<file path="src/rtl/axi4lite_chk_pkg.sv">
// Shared error IDs, response codes and sizing helpers for the AXI4-Lite protocol checker.
package axi4lite_chk_pkg;

    localparam int unsigned NUM_ERR  = 10;
    localparam int unsigned ERR_ID_W = 4;

    typedef enum logic [ERR_ID_W-1:0] {
        ERR_AW_STABLE = 4'd0,
        ERR_W_STABLE  = 4'd1,
        ERR_B_STABLE  = 4'd2,
        ERR_AR_STABLE = 4'd3,
        ERR_R_STABLE  = 4'd4,
        ERR_W_UNEXP   = 4'd5,
        ERR_B_UNEXP   = 4'd6,
        ERR_R_UNEXP   = 4'd7,
        ERR_OVERFLOW  = 4'd8,
        ERR_TIMEOUT   = 4'd9
    } err_id_e;

    localparam logic [1:0] RESP_OKAY   = 2'b00;
    localparam logic [1:0] RESP_EXOKAY = 2'b01;
    localparam logic [1:0] RESP_SLVERR = 2'b10;
    localparam logic [1:0] RESP_DECERR = 2'b11;

    function automatic int unsigned cnt_width(input int unsigned max_outs);
        return $clog2(max_outs + 1);
    endfunction

    function automatic int unsigned timer_width(input int unsigned timeout);
        return (timeout > 0) ? $clog2(timeout + 1) : 1;
    endfunction

    // Lowest set error ID; zero when nothing is set.
    function automatic logic [ERR_ID_W-1:0] first_err(input logic [NUM_ERR-1:0] errs);
        logic [ERR_ID_W-1:0] id;
        id = '0;
        for (int i = NUM_ERR - 1; i >= 0; i--) begin
            if (errs[i]) id = ERR_ID_W'(i);
        end
        return id;
    endfunction

endpackage

</file>
<file path="src/rtl/axi4lite_chk_chan.sv">
// Per-channel monitor: stall snapshot, VALID/payload stability compare and stall timer.
module axi4lite_chk_chan
    import axi4lite_chk_pkg::*;
#(
    parameter int unsigned PAYLOAD_W = 1,
    parameter int unsigned TIMEOUT   = 16
) (
    input  logic                 ACLK,
    input  logic                 ARESETn,
    input  logic                 valid,
    input  logic                 ready,
    input  logic [PAYLOAD_W-1:0] payload,
    output logic                 stable_err,
    output logic                 stall_to
);
    localparam int unsigned     TW     = timer_width(TIMEOUT);
    localparam logic [TW-1:0]   T_MAX  = TW'(TIMEOUT);
    localparam logic [TW-1:0]   T_LAST = TW'((TIMEOUT > 0) ? TIMEOUT - 1 : 0);

    logic                 stall, stall_q;
    logic [PAYLOAD_W-1:0] payload_q;
    logic [TW-1:0]        timer_q, timer_d;

    assign stall      = valid && !ready;
    assign stable_err = stall_q && (!valid || (payload != payload_q));

    // Timer flags in the cycle its count reaches TIMEOUT and saturates there.
    always_comb begin
        timer_d  = '0;
        stall_to = 1'b0;
        if ((TIMEOUT > 0) && stall) begin
            timer_d  = (timer_q == T_MAX) ? timer_q : timer_q + TW'(1);
            stall_to = (timer_q >= T_LAST);
        end
    end

    always_ff @(posedge ACLK or negedge ARESETn) begin
        if (!ARESETn) begin
            stall_q   <= 1'b0;
            payload_q <= '0;
            timer_q   <= '0;
        end else begin
            stall_q   <= stall;
            payload_q <= payload;
            timer_q   <= timer_d;
        end
    end
endmodule

</file>
<file path="config.mk">
export PLATFORM = sky130hd
export DESIGN_NAME = axi4lite_chk_chan
export DESIGN_NICKNAME = d
export VERILOG_FILES = /design/src/rtl/axi4lite_chk_pkg.sv /design/src/rtl/axi4lite_chk_chan.sv
export SDC_FILE = /design/constraint.sdc
export NUM_CORES = 1
export LEC_CHECK = 0
export ABC_CLOCK_PERIOD_IN_PS = 3300
export BUFFER_PORTS_ARGS = -buffer_cell sky130_fd_sc_hd__buf_4
export CORE_AREA = 2 2 39 41
export DETAILED_ROUTE_END_ITERATION = 8
export DIE_AREA = 0 0 41 43
export SLEW_MARGIN = 20
export SYNTH_ARGS = -nofsm -noshare
export SYNTH_HDL_FRONTEND = slang
export SYNTH_SLANG_ARGS = --single-unit
</file>
<file path="constraint.sdc">
create_clock -name ACLK -period 3.3 [get_ports ACLK]
set_input_delay 0 -clock ACLK [delete_from_list [all_inputs] [get_ports ACLK]]
set_output_delay 0 -clock ACLK [all_outputs]
set_load 0.02 [all_outputs]
</file>
==> reports/metrics.cfg <==
[clock_network]
h-tree-depth = 1
cts_buffer_depth = 2
cts.clk_slew.worst_paths_ps = 50
clock_sinks = 7
cts_made_buffers = 3
ctsRootBufferMaster = clkbuf_4
cts.repair.resized = 0
cts_tree = done
clock_latency_ps = 240

[routing]
route.detailed.drc = 0
vias = 287
antenna_left = 0
drtIter0Drc = 4
viasPerCell = 4.48
routed_wl_um = 694
routedWlPerCell_um = 10.8
firstDrtPassIters = 2

[pwr]
seqPwrFrac = 0.492
p_leak_nw = 0.241
ir_drop_v = 0.000166
swShare = 0.214
intPower_mw = 0.144
powerDensity_nw_per_um2 = 365
p_comb_frac = 0.101
power_frac_clock = 0.407
p_sw_mw = 0.0393

[critical_path]
crit_family = flip-flops
start_kind = flop
crit_required_ps = 3300
endpoint_kind = output port
cp_common_cell = ha_1
cp_num_buf_inv = 1
path_cells = ha_1 > and3_1 > ha_1 > nor2_1 > a21oi_1 > buf_4
slowest_stage = dfrtp_1
worstPathMaxFanout = 6
worstPathArrival_ps = 1550
slowest_delay_ps = 430
critPathKind = flop to output port

[timing]
finClkSkew_ps = 2.02
whs_ps = 60.0
finalCritPeriodShare = 0.470
fmax_mhz = 645
finalSetupViolCount = 0
tns_ps = 0
tightest_slew_ps = 211
slew_headroom = 0.859
hold_violations = 0
slew_viol_final = 0
rsz0062_at_grt = false
layout_min_cycle_time_ps = 1550

[die]
core_sq_um = 1380
initial_core_util = 0.283
die_w_um = 41
num_rows = 14
dieArea_sq_um = 1760
die_h_um = 43
io_pins = 7

[yosys]
netlist_area_sq_um = 392
synthTopCellsByCount = dfrtp_1 (7), inv_1 (5), nand3b_1 (4)
ys_warn_count = 0
synth_ff_type = dfrtp_1
yosys.cell_count.top_type = dfrtp_1
synthTopCellsByArea = dfrtp_1 (45%), ha_1 (9.6%), mux2i_1 (7.7%)
synthCells = 36
async_flop_share = 1.00
avgSynthCellArea_sq_um = 10.9
netlist.area_leader.share = 0.447
yosysSeqAreaShare = 0.447
synth_edf_count = 0
ys_ff_latch = 7
synthesis.nets = 44
yosysUniqueCellTypes = 17
synth_top_area_cell = dfrtp_1

[place]
placed_cell_area_sq_um = 457
hpwl_um = 522
dp.cells = 58
gp_congestion = 0.711
portBuffers = 6

[grt]
grt_pass1_vias = 293
antenna_found_initial = 0
grt_pass1_wl_um = 1260
grt_usage = 0.112
grt_max_degree = 9
grt-ovfl-total = 0

[final_layout]
drive_above_1_share = 0.188
syn2layout_area_growth_pct = 28.4
diodes = 0
finalInstanceArea_sq_um = 503
nNetsFinal = 57
fin_cells = 64

[job]
cap_violations = 0

[min_path]
min_path_type = input port to flop

[run_status]
status = finished, final reports clean

==> cell type report <==
| type | instances | area (sq um) |
|---|---|---|
| multi-input cells | 24 | 198 |
| repair buffers | 8 | 65.1 |
| fillers | 138 | 881 |
| flip-flops and latches | 7 | 175 |
| inverters | 5 | 18.8 |
| clock buffers | 4 | 26.3 |
| well taps | 16 | 20.0 |
==> placed cells by master (no fill, tap or decap), drive strengths merged, types with 2 or more instances in the layout <==
master	Yosys	final
buf	0	6
clkbuf	0	4
dfrtp	7	7
dlygate4sd3	0	2
ha	3	3
inv	5	5
mux2i	3	3
nand3b	4	4
or3b	2	2
xnor2	2	2
==> state kept, by name, summed over array words and instances (netlist names) <==
register / flops
timer_q: 5
stall_q: 1
payload_q: 1
==> logic make-up (layout without fill, tap and decap cells) <==
| kind of cell | count (synthesis) | in the layout | share of synthesized area |
|---|---|---|---|
| adders and majority gates | 3 | 3 | 0.0959 |
| buffers and inverters | 5 | 17 | 0.0479 |
| xor gates and xnor gates | 2 | 2 | 0.0447 |
| DFF | 7 | 7 | 0.447 |
| AOI/OAI and AO/OA | 3 | 3 | 0.0511 |
| muxes | 3 | 3 | 0.0767 |
| and+or+nand+nor | 13 | 13 | 0.236 |
==> through the flow <==
step                power (mW)  setup WS [ps]  utilization
global placement         0.108           1910        0.330
detailed placement       0.109           1900        0.330
floorplan               0.0989           1970            -
global route             0.197           1610        0.363
finish                   0.184           1750        0.363
CTS                      0.189           1720        0.363
==> per-layer routing <==
| layer | track usage | up-vias | routed length [um] |
|---|---|---|---|
| met5 | 0 | - | 0 |
| met4 | 0.100 | 0 | 0 |
| met3 | 0.0157 | 0 | 6 |
| met2 | 0.147 | 2 | 355 |
| met1 | 0.152 | 136 | 332 |
| li1 | - | 149 | - |
==> final timing paths <==
| kind | startpoint | to | slack (ps) | cells after the start |
|---|---|---|---|---|
| worst max-delay path | timer_q[0] | stall_to | 1750 | 6 |
| worst min-delay path | ready | timer_q[0] | 60 | 3 |
| worst max register to register | timer_q[0] | timer_q[4] | 1900 | 5 |
| worst min register to register | timer_q[2] | timer_q[2] | 620 | 2 |
| max in group asynchronous | ARESETn | stall_q | 3080 | 2 |
| min in group asynchronous | ARESETn | timer_q[0] | 100 | 2 |
==> power groups by stage <==
stage	registers [mW]	logic, mW	clock network (mW)
3_5_place_dp	0.0919	0.0170	0
4_1_cts	0.0904	0.0189	0.0800
3_3_place_gp	0.0918	0.0165	0
5_1_grt	0.0906	0.0212	0.0857
6_report	0.0904	0.0185	0.0748
2_1_floorplan	0.0914	0.00759	0
==> worst min-delay path, delay by kind of cell <==
family | cells | cell delay, ps
buffers and inverters | 1 | 100
and+or+nand+nor | 1 | 100
muxes | 1 | 60
==> timing repair <==
action | 4_1_cts | 5_1_grt
endpoints found under the hold margin | 8 | 0
setup buffers | 0 | 0
hold buffers | 2 | 0
Note: power is estimated with default switching activity, not from simulation.
